[src/rtl/rf_write_arbiter_if.sv]
// Register-file write-arbiter bus: writeback request, secondary result handshake,
// decode-stage pending query and the regfile write port.
interface rf_write_arbiter_if;
   logic        pri_valid;
   logic [4:0]  pri_rd;
   logic [31:0] pri_data;
   logic        pri_stall;
   logic        sec_valid;
   logic        sec_ready;
   logic [4:0]  sec_rd;
   logic [31:0] sec_data;
   logic [4:0]  rs1;
   logic [4:0]  rs2;
   logic        pend_rs1;
   logic        pend_rs2;
   logic        rf_we;
   logic [4:0]  rf_a3;
   logic [31:0] rf_wd;

   modport master (
      output pri_valid, pri_rd, pri_data, sec_valid, sec_rd, sec_data, rs1, rs2,
      input  pri_stall, sec_ready, pend_rs1, pend_rs2, rf_we, rf_a3, rf_wd
   );

   modport slave (
      input  pri_valid, pri_rd, pri_data, sec_valid, sec_rd, sec_data, rs1, rs2,
      output pri_stall, sec_ready, pend_rs1, pend_rs2, rf_we, rf_a3, rf_wd
   );
endinterface

[src/rtl/rf_write_arbiter.sv]
// Shares the regfile write port between writeback (primary) and a FIFO-buffered secondary path,
// with starvation-forced grants. Optional grant statistics are enabled by defining RFARB_STATS_EN.
module rf_write_arbiter #(
   parameter int DEPTH      = 4,
   parameter int STARVE_MAX = 8
) (
   input  logic                     clk,
   input  logic                     reset,
   rf_write_arbiter_if.slave        bus,
   output logic [31:0]              stat_sec_grants,
   output logic [31:0]              stat_forced
);

   localparam int PW = (DEPTH > 1) ? $clog2(DEPTH) : 1;
   localparam int CW = PW + 1;
   localparam int SW = $clog2(STARVE_MAX + 1);
   localparam logic [CW-1:0] DEPTH_C  = CW'(DEPTH);
   localparam logic [SW-1:0] STARVE_C = SW'(STARVE_MAX);

   typedef enum logic [1:0] {
      SEL_IDLE = 2'd0,
      SEL_PRI  = 2'd1,
      SEL_SEC  = 2'd2
   } sel_e;

   logic [4:0]    rd_mem_r   [DEPTH];
   logic [31:0]   data_mem_r [DEPTH];
   logic [PW-1:0] wr_ptr_r;
   logic [PW-1:0] rd_ptr_r;
   logic [CW-1:0] count_r;
   logic [SW-1:0] starve_r;

   sel_e          sel_s;
   logic          nonempty_s;
   logic          full_s;
   logic          push_s;
   logic          pop_s;
   logic          sec_ready_s;
   logic          pri_stall_s;
   logic          rf_we_s;
   logic [4:0]    rf_a3_s;
   logic [31:0]   rf_wd_s;
   logic          pend_rs1_s;
   logic          pend_rs2_s;

   // Entry at slot is live when its distance from the read pointer is below the fill count.
   function automatic logic slot_live(input logic [PW-1:0] slot, input logic [PW-1:0] rptr,
                                      input logic [CW-1:0] cnt);
      logic [PW-1:0] off;
      off = slot - rptr;
      return ({1'b0, off} < cnt);
   endfunction

   assign nonempty_s  = (count_r != {CW{1'b0}});
   assign full_s      = (count_r == DEPTH_C);
   // Ready comes from the registered count only, so a same-cycle pop never admits a push into a full FIFO.
   assign sec_ready_s = reset & ~full_s;
   assign push_s      = bus.sec_valid & sec_ready_s & (bus.sec_rd != 5'd0);
   assign pop_s       = (sel_s == SEL_SEC);
   assign pri_stall_s = bus.pri_valid & (sel_s == SEL_SEC);

   // Write-port owner for this cycle.
   always_comb begin
      sel_s = SEL_IDLE;
      if (!reset) begin
         sel_s = SEL_IDLE;
      end else if (nonempty_s && (!bus.pri_valid || starve_r == STARVE_C)) begin
         sel_s = SEL_SEC;
      end else if (bus.pri_valid) begin
         sel_s = SEL_PRI;
      end else begin
         sel_s = SEL_IDLE;
      end
   end

   // Drive the regfile write port from the selected source; x0 writes are swallowed.
   always_comb begin
      rf_we_s = 1'b0;
      rf_a3_s = 5'd0;
      rf_wd_s = 32'd0;
      case (sel_s)
         SEL_PRI: begin
            rf_we_s = (bus.pri_rd != 5'd0);
            rf_a3_s = bus.pri_rd;
            rf_wd_s = bus.pri_data;
         end
         SEL_SEC: begin
            rf_we_s = 1'b1;
            rf_a3_s = rd_mem_r[rd_ptr_r];
            rf_wd_s = data_mem_r[rd_ptr_r];
         end
         default: begin
            rf_we_s = 1'b0;
            rf_a3_s = 5'd0;
            rf_wd_s = 32'd0;
         end
      endcase
   end

   // Pending flags: any live queued entry or an accepted push targeting the source register.
   always_comb begin
      pend_rs1_s = 1'b0;
      pend_rs2_s = 1'b0;
      for (int i = 0; i < DEPTH; i++) begin
         pend_rs1_s = pend_rs1_s | (slot_live(PW'(i), rd_ptr_r, count_r) && rd_mem_r[i] == bus.rs1);
         pend_rs2_s = pend_rs2_s | (slot_live(PW'(i), rd_ptr_r, count_r) && rd_mem_r[i] == bus.rs2);
      end
      pend_rs1_s = pend_rs1_s | (push_s && bus.sec_rd == bus.rs1);
      pend_rs2_s = pend_rs2_s | (push_s && bus.sec_rd == bus.rs2);
      pend_rs1_s = pend_rs1_s & reset & (bus.rs1 != 5'd0);
      pend_rs2_s = pend_rs2_s & reset & (bus.rs2 != 5'd0);
   end

   assign bus.rf_we     = rf_we_s;
   assign bus.rf_a3     = rf_a3_s;
   assign bus.rf_wd     = rf_wd_s;
   assign bus.pri_stall = pri_stall_s;
   assign bus.sec_ready = sec_ready_s;
   assign bus.pend_rs1  = pend_rs1_s;
   assign bus.pend_rs2  = pend_rs2_s;

   // FIFO storage; contents need no reset because liveness is tracked by count.
   always_ff @(posedge clk) begin
      if (push_s) begin
         rd_mem_r[wr_ptr_r]   <= bus.sec_rd;
         data_mem_r[wr_ptr_r] <= bus.sec_data;
      end
   end

   // FIFO pointers and occupancy.
   always_ff @(posedge clk) begin
      if (!reset) begin
         wr_ptr_r <= {PW{1'b0}};
         rd_ptr_r <= {PW{1'b0}};
         count_r  <= {CW{1'b0}};
      end else begin
         if (push_s) begin
            wr_ptr_r <= wr_ptr_r + PW'(1);
         end
         if (pop_s) begin
            rd_ptr_r <= rd_ptr_r + PW'(1);
         end
         count_r <= count_r + {{(CW-1){1'b0}}, push_s} - {{(CW-1){1'b0}}, pop_s};
      end
   end

   // Head age: counts cycles the head waits, saturating at the forcing threshold.
   always_ff @(posedge clk) begin
      if (!reset) begin
         starve_r <= {SW{1'b0}};
      end else if (pop_s || !nonempty_s) begin
         starve_r <= {SW{1'b0}};
      end else if (starve_r != STARVE_C) begin
         starve_r <= starve_r + SW'(1);
      end else begin
         starve_r <= starve_r;
      end
   end

`ifdef RFARB_STATS_EN
   logic [31:0] stat_sec_r;
   logic [31:0] stat_forced_r;

   // Wrapping grant statistics.
   always_ff @(posedge clk) begin
      if (!reset) begin
         stat_sec_r    <= 32'd0;
         stat_forced_r <= 32'd0;
      end else begin
         if (pop_s) begin
            stat_sec_r <= stat_sec_r + 32'd1;
         end
         if (pri_stall_s) begin
            stat_forced_r <= stat_forced_r + 32'd1;
         end
      end
   end

   assign stat_sec_grants = stat_sec_r;
   assign stat_forced     = stat_forced_r;
`else
   assign stat_sec_grants = 32'd0;
   assign stat_forced     = 32'd0;
`endif

endmodule

[src/flat_wrapper.sv]
// flat-port wrapper written by rule: the top's interface ports become plain ports
module rf_write_arbiter_flat 
#(
   parameter int DEPTH      = 4,
   parameter int STARVE_MAX = 8
)
  (clk, reset, stat_sec_grants, stat_forced, bus_pri_valid, bus_pri_rd, bus_pri_data, bus_sec_valid, bus_sec_rd, bus_sec_data, bus_rs1, bus_rs2, bus_pri_stall, bus_sec_ready, bus_pend_rs1, bus_pend_rs2, bus_rf_we, bus_rf_a3, bus_rf_wd);
  rf_write_arbiter_if bus_i ();
  input  logic clk;
  input  logic reset;
  output logic [31:0] stat_sec_grants;
  output logic [31:0] stat_forced;
  input wire logic [$bits(bus_i.pri_valid)-1:0] bus_pri_valid;
  input wire logic [$bits(bus_i.pri_rd)-1:0] bus_pri_rd;
  input wire logic [$bits(bus_i.pri_data)-1:0] bus_pri_data;
  input wire logic [$bits(bus_i.sec_valid)-1:0] bus_sec_valid;
  input wire logic [$bits(bus_i.sec_rd)-1:0] bus_sec_rd;
  input wire logic [$bits(bus_i.sec_data)-1:0] bus_sec_data;
  input wire logic [$bits(bus_i.rs1)-1:0] bus_rs1;
  input wire logic [$bits(bus_i.rs2)-1:0] bus_rs2;
  output wire logic [$bits(bus_i.pri_stall)-1:0] bus_pri_stall;
  output wire logic [$bits(bus_i.sec_ready)-1:0] bus_sec_ready;
  output wire logic [$bits(bus_i.pend_rs1)-1:0] bus_pend_rs1;
  output wire logic [$bits(bus_i.pend_rs2)-1:0] bus_pend_rs2;
  output wire logic [$bits(bus_i.rf_we)-1:0] bus_rf_we;
  output wire logic [$bits(bus_i.rf_a3)-1:0] bus_rf_a3;
  output wire logic [$bits(bus_i.rf_wd)-1:0] bus_rf_wd;
  assign bus_i.pri_valid = bus_pri_valid;
  assign bus_i.pri_rd = bus_pri_rd;
  assign bus_i.pri_data = bus_pri_data;
  assign bus_i.sec_valid = bus_sec_valid;
  assign bus_i.sec_rd = bus_sec_rd;
  assign bus_i.sec_data = bus_sec_data;
  assign bus_i.rs1 = bus_rs1;
  assign bus_i.rs2 = bus_rs2;
  assign bus_pri_stall = bus_i.pri_stall;
  assign bus_sec_ready = bus_i.sec_ready;
  assign bus_pend_rs1 = bus_i.pend_rs1;
  assign bus_pend_rs2 = bus_i.pend_rs2;
  assign bus_rf_we = bus_i.rf_we;
  assign bus_rf_a3 = bus_i.rf_a3;
  assign bus_rf_wd = bus_i.rf_wd;
  rf_write_arbiter #(.DEPTH(DEPTH), .STARVE_MAX(STARVE_MAX)) u_core (.clk(clk), .reset(reset), .bus(bus_i), .stat_sec_grants(stat_sec_grants), .stat_forced(stat_forced));
endmodule
[config.mk]
export PLATFORM = sky130hd
export DESIGN_NAME = rf_write_arbiter_flat
export DESIGN_NICKNAME = d
export VERILOG_FILES = /design/src/rtl/rf_write_arbiter_if.sv /design/src/rtl/rf_write_arbiter.sv /design/src/flat_wrapper.sv
export SDC_FILE = /design/constraint.sdc
export NUM_CORES = 1
export LEC_CHECK = 0
export CORE_ASPECT_RATIO = 2
export CORE_MARGIN = 4
export CORE_UTILIZATION = 35
export CTS_CLUSTER_SIZE = 16
export DETAILED_ROUTE_END_ITERATION = 6
export MAX_ROUTING_LAYER = met4
export PLACE_DENSITY = 0.58
export SYNTH_ARGS = -nofsm -noshare
export SYNTH_HDL_FRONTEND = slang
export SYNTH_SLANG_ARGS = --single-unit
[constraint.sdc]
create_clock -name clk -period 3.1 [get_ports clk]
set_input_delay 0.775 -clock clk [delete_from_list [all_inputs] [get_ports clk]]
set_output_delay 0.775 -clock clk [all_outputs]
set_load 0.01 [all_outputs]
==> impl_metrics.ini <==
[status]
status = finished, violations left
violations = negative setup slack

[sta]
finalCritPeriodShare_pct = 102
maxSlewViolCount = 0
clock_skew_ns = 0.00990
fin_ws_ns = -0.0583
tns_ns = -0.347
timing.final.crit_period_ns = 3.16
rsz0062_at_grt = yes
hold_violations = 0
setup_viol = 16
fmax_ghz = 0.317

[global_routing]
grt_first_pass_wirelength_mm = 31.9
grt_pass1_vias = 5426
grt-ovfl-total = 0
grt_antenna_before_repair = 2
track_usage_pct = 18.2
grt_start_max_net_pins = 24

[job]
max_cap_viol_count = 0

[synth]
yosys.area.top_type_share_pct = 57.1
synth_top_family_by_area = multiplexers
synthFlopType = edfxtp_1
async_flop_share_pct = 0
synth_edf_count = 148
synth.avg_cell_area_um2 = 14.7
syn_inst = 530
synthTopCellsByArea = edfxtp_1, mux4_2, buf_4
synth_cell_types = 40
muxShareOfSynthArea_pct = 10.7
seq_area_frac_synth_pct = 60.4
syn_area_mm2 = 0.00779
synth-xor-area-share_pct = 6.52
synth_compound_area_share_pct = 5.46
synth_largest_area_cell = edfxtp_1
yosysWarnings = 0
synthAdderAreaFrac_pct = 2.51
yosys.area_share.simple_pct = 5.67
ys_ff_latch = 161

[placed_design]
dp_cells = 963
placed_area_mm2 = 0.00972
globalplace.congestion = 0.901
post-dp-hpwl_mm = 16.1
io_buffers = 129

[pwr]
p_leak_uw = 0.00386
p_per_area_mw_per_mm2 = 571
peakVddDrop_v = 0.000505
totalPowerFinal_uw = 6160

[cells_and_area]
layoutNonFillerInstCount = 1014
syn2layout_area_growth_pct = 38.5
final_nets = 826
final_cell_area_mm2 = 0.0108
drive_above_1_share_pct = 36.0
n_fill_cell = 1960
multi_input_area_mm2 = 0.00304
final-seq-area_mm2 = 0.00471

[floorplan]
rows = 77
die_area_mm2 = 0.0248
die_h_um = 219
die_w_um = 113
initial_core_util_pct = 35.4
io_pins = 194
core_area_mm2 = 0.0220

[detailed_routing]
wl_mm = 21.6
route.antenna.remaining_nets = 0
first_pass_iters = 4
vias = 4952
route.detailed.drc = 0
highest_layer = met4
wl_per_cell_um = 21.3
wl_met2_mm = 12.7
met1_length_mm = 7.16
vias_per_cell = 4.88
wl_met3_um = 781
drt-initial-drc-count = 182

[clock_network]
h-tree-depth = 4
hold_buffers = 0
cts_tree = yes
worstSkewPairLatency_ns = 0.42
clk_pin_slew_ns = 0.06
clkSinkCount = 161
cts.path.max_buffers = 2
ctsRootBufferMaster = clkbuf_16
cts_made_buffers = 17

[setup_path]
crit_fanout = 2
arrival_ns = 2.38
critPathLaunchType = input pin
cp_data_required_time_ns = 2.32
endpoint_kind = output port
worstSetupPathType = in -> out

[hold_path]
hold_path_class = reg -> reg
## layout make-up
| type | count | share of cell area, % |
|---|---|---|
| Clock inverter | 15 | 1.42 |
| Tap cell | 276 | 3.20 |
| Timing Repair Buffer | 208 | 19.0 |
| Antenna cell | 2 | 0.0464 |
| Multi-Input combinational cell | 322 | 28.2 |
| Clock buffer | 17 | 3.94 |
| Sequential cell | 161 | 43.7 |
| Inverter | 13 | 0.452 |
## worst max-delay path, stage by stage
cell             delay [ns]
clkdlybuf4s50_1        0.46
xnor2_2                0.22
nand3_1                0.16
nor4_4                 0.34
a41oi_2                0.06
a31oi_2                0.19
buf_2                  0.18
## path summary, 6_finish.rpt
check                                         from                  to  slack, ns  cells past startpoint
worst min-delay path            u_core.wr_ptr_r[1]  u_core.wr_ptr_r[1]       0.52                      2
worst max-delay path                    bus_rs2[3]        bus_pend_rs2      -0.06                      7
worst min register to register  u_core.wr_ptr_r[1]  u_core.wr_ptr_r[1]       0.52                      2
worst max register to register   u_core.count_r[1]   u_core.count_r[2]       0.29                     15
## sequential cells by signal (all words and copies together), names as in the netlist, named ones only
name               cells
u_core.wr_ptr_r        2
u_core.rd_mem_r       20
u_core.starve_r        4
u_core.data_mem_r    128
u_core.rd_ptr_r        2
u_core.count_r         3
## metal layers
layer	vias up	track usage [%]
li1	2244	-
met1	2494	17.3
met3	43	3.15
met5	-	-
met4	0	8.99
met2	171	34.3
## placed cells by master (no fill, tap or decap), types with 6 or more instances in the layout
cell type and count:
nor2_1 40, clkdlybuf4s50_1 74, buf_6 6, and2_1 8, buf_12 22, conb_1 64, buf_2 38, dlygate4sd2_1 10
ha_1 10, xnor2_1 25, a22oi_2 37, xor2_1 29, clkbuf_16 18, dfxtp_1 7, edfxtp_1 148, buf_4 47
mux4_2 37, inv_1 10
## what timing repair did
| item | 4_1_cts | 5_1_grt |
|---|---|---|
| endpoints found under the setup margin | 42 | 41 |
| cloned | 3 | 1 |
| resized for setup | 247 | 36 |
| pin swaps | 26 | 14 |
| buffers inserted | 15 | 3 |
## cells in the mapped netlist, drive strengths merged, types with 3 or more instances
library cell,n
buf,72
a21oi,3
nand2b,3
inv,13
o21ai,3
clkbuf,25
a31oi,4
dfxtp,13
edfxtp,148
xor2,29
nor3,7
nor4,6
mux4,37
and2,12
nand2,5
a22oi,37
ha,14
nand3,5
or4,4
xnor2,29
nor2,42
## through the flow
| stage | util, % | setup slack, ns | hold slack, ns |
|---|---|---|---|
| after floorplan | - | 0.163 | 0.476 |
| after global placement | 44.2 | -0.788 | 0.494 |
| after detailed placement | 44.2 | -0.731 | 0.502 |
| after CTS | 48.5 | -0.141 | 0.532 |
| after global routing | 49.1 | -0.152 | 0.547 |
| final | 49.1 | -0.0583 | 0.523 |
## cells by family (layout without fill, tap and decap cells)
group           Yosys count  in the layout
fa+ha+maj                15             15
other cells               1             66
compound gates           58             58
xor+xnor                 58             58
mux                      37             37
flops                   161            161
simple gates             90             90
buf+inv                 110            253
## power by group
| part | switching [µW] | internal [µW] |
|---|---|---|
| registers | 68.2 | 2510 |
| logic | 756 | 798 |
| clock network | 898 | 1130 |
| total | 1720 | 4440 |
(Power assumes the default switching activity.)
